File: src/rtl/dmem_router.sv
// Data-memory router: one master write/read port fanned out to NSLV slaves by address[31:28].
// Define DMEM_ROUTER_ERR_EN to turn unmapped accesses into error responses instead of routing them to slave 0.

// One slave lane: address match and the lowest-index-wins priority ripple.
module dmem_router_lane #(
    parameter logic [3:0] BASE = 4'h0
) (
    input  logic [3:0] wnib,
    input  logic [3:0] rnib,
    input  logic       wtaken_in,
    input  logic       rtaken_in,
    input  logic       wfallback,
    input  logic       rfallback,
    input  logic       wreq,
    input  logic       rreq,
    output logic       wtaken_out,
    output logic       rtaken_out,
    output logic       whit,
    output logic       rhit,
    output logic       s_wready,
    output logic       s_rready
);
    logic wmatch;
    logic rmatch;

    assign wmatch     = (wnib == BASE);
    assign rmatch     = (rnib == BASE);
    assign wtaken_out = wtaken_in | wmatch;
    assign rtaken_out = rtaken_in | rmatch;
    assign whit       = (wmatch && !wtaken_in) || wfallback;
    assign rhit       = (rmatch && !rtaken_in) || rfallback;
    assign s_wready   = wreq && whit;
    assign s_rready   = rreq && rhit;
endmodule

module dmem_router #(
    parameter int                   NSLV     = 2,
    parameter int                   RD_DEPTH = 2,
    parameter logic [4*NSLV-1:0]    SLV_BASE = 8'h80
) (
    input  logic                 clk,
    input  logic                 reset,
    // master write
    input  logic                 m_wready,
    output logic                 m_wvalid,
    input  logic [31:0]          m_waddr,
    input  logic [31:0]          m_wdata,
    input  logic [3:0]           m_wstrb,
    // master read
    input  logic                 m_rready,
    output logic                 m_rvalid,
    input  logic [31:0]          m_raddr,
    output logic                 m_rresp,
    output logic [31:0]          m_rdata,
    // slave write
    output logic [NSLV-1:0]      s_wready,
    input  logic [NSLV-1:0]      s_wvalid,
    output logic [31:0]          s_waddr,
    output logic [31:0]          s_wdata,
    output logic [3:0]           s_wstrb,
    // slave read
    output logic [NSLV-1:0]      s_rready,
    input  logic [NSLV-1:0]      s_rvalid,
    output logic [31:0]          s_raddr,
    input  logic [NSLV-1:0]      s_rresp,
    input  logic [NSLV*32-1:0]   s_rdata,
    output logic [NSLV-1:0]      s_rack,
    output logic                 err
);
`ifdef DMEM_ROUTER_ERR_EN
    localparam bit ERR_EN = 1'b1;
`else
    localparam bit ERR_EN = 1'b0;
`endif
    localparam int IW = (NSLV > 1) ? $clog2(NSLV) : 1;
    localparam int PW = (RD_DEPTH > 1) ? $clog2(RD_DEPTH) : 1;
    localparam int CW = $clog2(RD_DEPTH + 1);

    typedef struct packed {
        logic          err;
        logic [IW-1:0] idx;
    } tag_t;

    logic [NSLV:0]   wtaken;
    logic [NSLV:0]   rtaken;
    logic [NSLV-1:0] whit;
    logic [NSLV-1:0] rhit;
    logic            wmiss;
    logic            rmiss;
    logic            rd_open;
    logic            rd_req;
    logic [IW-1:0]   ridx;

    logic [CW-1:0]   count;
    logic [PW-1:0]   wptr;
    logic [PW-1:0]   rptr;
    tag_t            mem [RD_DEPTH];
    tag_t            head;
    tag_t            push_tag;
    logic            fifo_full;
    logic            fifo_empty;
    logic            push;
    logic            pop;
    logic            rd_err;
    logic            wr_err_q;

    assign wtaken[0] = 1'b0;
    assign rtaken[0] = 1'b0;
    assign wmiss     = !wtaken[NSLV];
    assign rmiss     = !rtaken[NSLV];

    // Full blocks acceptance even when a pop lands in the same cycle.
    assign fifo_full  = (count == CW'(RD_DEPTH));
    assign fifo_empty = (count == '0);
    assign rd_open    = !fifo_full && !reset;
    assign rd_req     = m_rready && rd_open;

    genvar gi;
    generate
        for (gi = 0; gi < NSLV; gi++) begin : g_lane
            logic wfb;
            logic rfb;
            // Without the error feature, unmapped traffic falls through to slave 0.
            if (gi == 0) begin : g_fb
                assign wfb = !ERR_EN && wmiss;
                assign rfb = !ERR_EN && rmiss;
            end else begin : g_nofb
                assign wfb = 1'b0;
                assign rfb = 1'b0;
            end

            dmem_router_lane #(
                .BASE (SLV_BASE[4*gi +: 4])
            ) u_lane (
                .wnib       (m_waddr[31:28]),
                .rnib       (m_raddr[31:28]),
                .wtaken_in  (wtaken[gi]),
                .rtaken_in  (rtaken[gi]),
                .wfallback  (wfb),
                .rfallback  (rfb),
                .wreq       (m_wready),
                .rreq       (rd_req),
                .wtaken_out (wtaken[gi+1]),
                .rtaken_out (rtaken[gi+1]),
                .whit       (whit[gi]),
                .rhit       (rhit[gi]),
                .s_wready   (s_wready[gi]),
                .s_rready   (s_rready[gi])
            );
        end
    endgenerate

    assign s_waddr  = m_waddr;
    assign s_wdata  = m_wdata;
    assign s_wstrb  = m_wstrb;
    assign s_raddr  = m_raddr;

    // Unmapped writes (error build) are swallowed immediately.
    assign m_wvalid = |(s_wvalid & whit) || (ERR_EN && wmiss);
    assign m_rvalid = rd_open && (|(s_rvalid & rhit) || (ERR_EN && rmiss));

    always_comb begin
        ridx = '0;
        for (int i = 0; i < NSLV; i++) begin
            if (rhit[i]) ridx = IW'(i);
        end
    end

    assign push         = m_rready && m_rvalid;
    assign push_tag.err = ERR_EN && rmiss;
    assign push_tag.idx = ridx;
    assign head         = mem[rptr];

    always_comb begin
        m_rresp = 1'b0;
        m_rdata = 32'h0;
        s_rack  = '0;
        rd_err  = 1'b0;
        if (!fifo_empty) begin
            if (head.err) begin
                m_rresp = 1'b1;
                rd_err  = 1'b1;
            end else begin
                m_rresp          = s_rresp[head.idx];
                m_rdata          = s_rdata[head.idx*32 +: 32];
                s_rack[head.idx] = s_rresp[head.idx];
            end
        end
    end

    assign pop = m_rresp;

    always_ff @(posedge clk) begin
        if (push) mem[wptr] <= push_tag;
    end

    always_ff @(posedge clk) begin
        if (reset) begin
            wptr     <= '0;
            rptr     <= '0;
            count    <= '0;
            wr_err_q <= 1'b0;
        end else begin
            if (push) wptr <= PW'((32'(wptr) + 1) % RD_DEPTH);
            if (pop)  rptr <= PW'((32'(rptr) + 1) % RD_DEPTH);
            count    <= count + CW'(push) - CW'(pop);
            wr_err_q <= ERR_EN && wmiss && m_wready;
        end
    end

    assign err = wr_err_q || rd_err;
endmodule

File: config.mk
export PLATFORM = sky130hd
export DESIGN_NAME = dmem_router
export DESIGN_NICKNAME = d
export VERILOG_FILES = /design/src/rtl/dmem_router.sv
export SDC_FILE = /design/constraint.sdc
export NUM_CORES = 1
export LEC_CHECK = 0
export CORE_AREA = 2 2 122 124
export DETAILED_ROUTE_END_ITERATION = 12
export DIE_AREA = 0 0 124 126
export HOLD_SLACK_MARGIN = 0.1
export SLEW_MARGIN = 20
export SYNTH_ARGS = -nofsm -noshare
export SYNTH_HDL_FRONTEND = slang
export SYNTH_HIERARCHICAL = 1
export SYNTH_SLANG_ARGS = --single-unit
File: constraint.sdc
create_clock -name clk -period 4.9 [get_ports clk]
set_input_delay 0.98 -clock clk [delete_from_list [all_inputs] [get_ports clk]]
set_output_delay 0.98 -clock clk [all_outputs]
set_load 0.03 [all_outputs]
==> metrics <==
Synth warnings 6; pwr dens ~440 nW/um^2; Layout fillers ~1600; R2R cell count 8; met3 Use GR approximately 6.3%; initial antenna violation count 0; R2R Path End count[1]$_SDFF_PP0_; Peak VDD IR 0.171 mV; Switching Fraction ~50%; CP cell instances clkdlybuf4s50_1, or4_4, nand2b_1, nand2b_1, inv_1, o21bai_2, a22oi_1, nor3_1, clkdlybuf4s50_1; global-route wire length before repair just under 9 mm; syn_area_per_cell 6.63 um^2; Top Ports 316; Psw roughly 0.6 mW; Min-Delay Startpoint wptr$_SDFFE_PP0P_; Post-DP HPWL around 5.6 mm; outcome finished, final reports clean; Post-CTS Hold Buffers 0; post-synth cell types 33; final setup violating endpoints 0; Nets a little under 500; Logic pwr share 79.6%; post-route cell area between 2000 and 3000 um^2; Least-Margin Pin Slew about 0.71 ns; overall global routing resource usage roughly 7.6%; Area Overhead vs Synth 47.6%; gr ovfl total 0; Hold Crit Class register to register; drt pass-1 iters 4; Clock power frac 11.8%; worst-path maximum fanout 3; Final Skew between 0.0001 and 0.00015 ns; Post-CTS Setup Bufs 0; GR Util met1 roughly 6.2%; placed inst area around 2600 um^2; DRC viols 0; Post-Synth Simple-Gate Area between 20% and 30%; Mapped Cells 272; layout cells sized above 1 6.19%; ant diodes 0; post-synthesis mux area share around 4.4%; CP delay by family, top buffers and inverters; Placer Congestion ~0.7; critical setup path kind input port to output port; core area between 10000 and 15000 um^2; Detail Route Antenna Nets 0; Max Cap Viol 0; R2R Setup Slk roughly 2.7 ns; PnR Total Power between 1 and 1.5 mW; worst skew pair latency between 0.2 and 0.25 ns; deepest clock path buffer count 2; relative slew slack between 50 and 60%; hold worst-path end wptr$_SDFFE_PP0P_; Reg area between 150 and 200 um^2; Leak Pwr around 1.0 nW; largest family of logic cells by synthesized area buffers and inverters; Synth Area in Adders around 1.4%; CP Launch Type input port; WHS Path Cells 1; Final Hold Viols 0; met2 Use GR 12.8%; Yosys reg bits 7; buffers and inverters on the worst path 3; Starting DRT DRC Count 57; Clock transition at path regs approximately 0.030 ns; multi-input logic area between 800 and 900 um^2; highest clock rate roughly 0.23 GHz; Sink Count 7; Vias between 1500 and 2000; CTS tree done; Arr. time, crit path 3.44 ns; Root Driver clkbuf_16; die outline area between 15000 and 20000 um^2; minimum clock period 4.42 ns; mapped cell area between 1500 and 2000 um^2; Rows 44; IO buf count 130; fin. max-slew vios 0; slowest CP cell clkdlybuf4s50_1; Die Span Y 126 um; Die W approximately 120 um; number of global-route vias before repair around 1600; crit-path max cell delay roughly 0.6 ns; sequential share of power approximately 8.6%; Compound-Gate Fraction of Synth Area between 10 and 15%; Int Power roughly 0.56 mW; Post-Synth XOR/XNOR Area 0.486%; initial core utilization 12.6%; largest net degree at the start of global routing 34; setup tns final 0 ns; period utilisation layout 90.1%; RSZ-0062 raised after global routing no; CP Capture Type output port; routed wire length about 6.7 mm; vias per cell between 3 and 4; post-cts resize count 0; grt peak-use layer met2; WL/cell roughly 14 um; CTS H-tree lvls 1; required time of the critical path roughly 3.9 ns; CTS Buf Count 3; Seq/Total Area, Yosys between 8 and 9%
-- kinds of logic (layout without fill, tap and decap cells) --
| group | Yosys count | count (layout) |
|---|---|---|
| buf+inv | 115 | 140 |
| simple gates | 96 | 96 |
| compound gates | 44 | 44 |
| flops | 7 | 7 |
| mux | 6 | 6 |
| fa+ha+maj | 2 | 2 |
| other cells | 1 | 11 |
| xor+xnor | 1 | 1 |
-- layout make-up --
| class | instances | share of cell area [%] |
|---|---|---|
| sequential | 7 | 6.02 |
| timing repair buffer | 132 | 49.5 |
| tap | 184 | 8.65 |
| clock buffer | 4 | 2.96 |
| inverter | 4 | 0.564 |
| multi-input combinational | 160 | 32.3 |
-- through the flow --
step | util [%] | cells | hold WS (ns) | setup WS [ns]
after floorplan | - | 282 | 0.450 | 1.42
after global placement | 18.0 | 487 | 0.464 | 0.608
after detailed placement | 18.0 | 487 | 0.474 | 0.503
after CTS | 18.6 | 491 | 0.482 | 0.488
after global routing | 18.6 | 491 | 0.506 | 0.376
final | 18.6 | 491 | 0.476 | 0.483
-- per-layer routing --
metal / routed length (um) / up-vias
li1: - / 835
met4: 282 / 0
met2: 3050 / 138
met3: 1360 / 36
met5: 0 / -
met1: 1970 / 737
-- how the worst max path moves through the flow --
stage	cells past startpoint	startpoint	to	slack, ns
2_1_floorplan	4	m_raddr[29]	m_rvalid	1.42
3_3_place_gp	9	m_raddr[29]	m_rvalid	0.61
3_5_place_dp	9	m_raddr[29]	m_rvalid	0.50
4_1_cts	9	m_raddr[29]	m_rvalid	0.49
5_1_grt	9	m_raddr[29]	m_rvalid	0.38
6_report	9	m_raddr[29]	m_rvalid	0.48
-- power groups by stage --
stage	sequential (mW)	clock, mW	combinational, mW
finish	0.100	0.137	0.925
global route	0.105	0.144	1.00
CTS	0.101	0.140	0.941
detailed placement	0.102	0	0.940
global placement	0.101	0	0.925
floorplan	0.0954	0	0.683
-- placed cells by master, fill, tap and decap left out --
cell type / n
a21oi_1: 32
mux2i_1: 1
nor3b_1: 1
clkbuf_16: 3
o21ai_0: 2
nor2_1: 6
nor2b_1: 2
clkbuf_1: 1
or4_4: 2
buf_4: 2
o21bai_2: 2
mux2i_4: 1
clkdlybuf4s50_1: 130
o21ai_1: 2
or4b_4: 3
edfxtp_1: 2
nor2_2: 1
xor2_1: 1
mux2i_2: 1
mux2_1: 2
ha_1: 2
nand2_1: 68
nor2b_4: 1
a22o_1: 1
a22oi_1: 1
inv_1: 4
nand2b_1: 9
o21ai_2: 2
o21bai_1: 2
and2_1: 1
dfxtp_1: 5
nor3_1: 2
conb_1: 11
mux2_2: 1
-- synth_stat cells, drive strengths merged --
cell type,n,share of area [%]
nor3b,1,0.42
nor2b,3,1.5
conb,1,0.21
or4b,3,2.3
or4,2,1.2
ha,2,1.4
xor2,1,0.49
o21ai,6,2.1
a22oi,1,0.42
nor2,7,1.5
buf,105,44
a21oi,32,8.9
edfxtp,2,3.3
dfxtp,5,5.6
and2,1,0.35
mux2,3,1.9
inv,4,0.83
a22o,1,0.49
mux2i,3,2.6
o21bai,4,2.1
nand2,68,14
clkbuf,6,1.2
nor3,2,0.56
nand2b,9,3.1
-- worst reg2reg max path: stages, from the launching register on --
cell     delay, ns
dfxtp_1       0.38
mux2i_4       0.47
mux2i_2       0.41
ha_1          0.29
inv_1         0.05
ha_1          0.14
xor2_1        0.17
and2_1        0.15
nor3_1        0.04
Power figures use the tool's default switching activity.
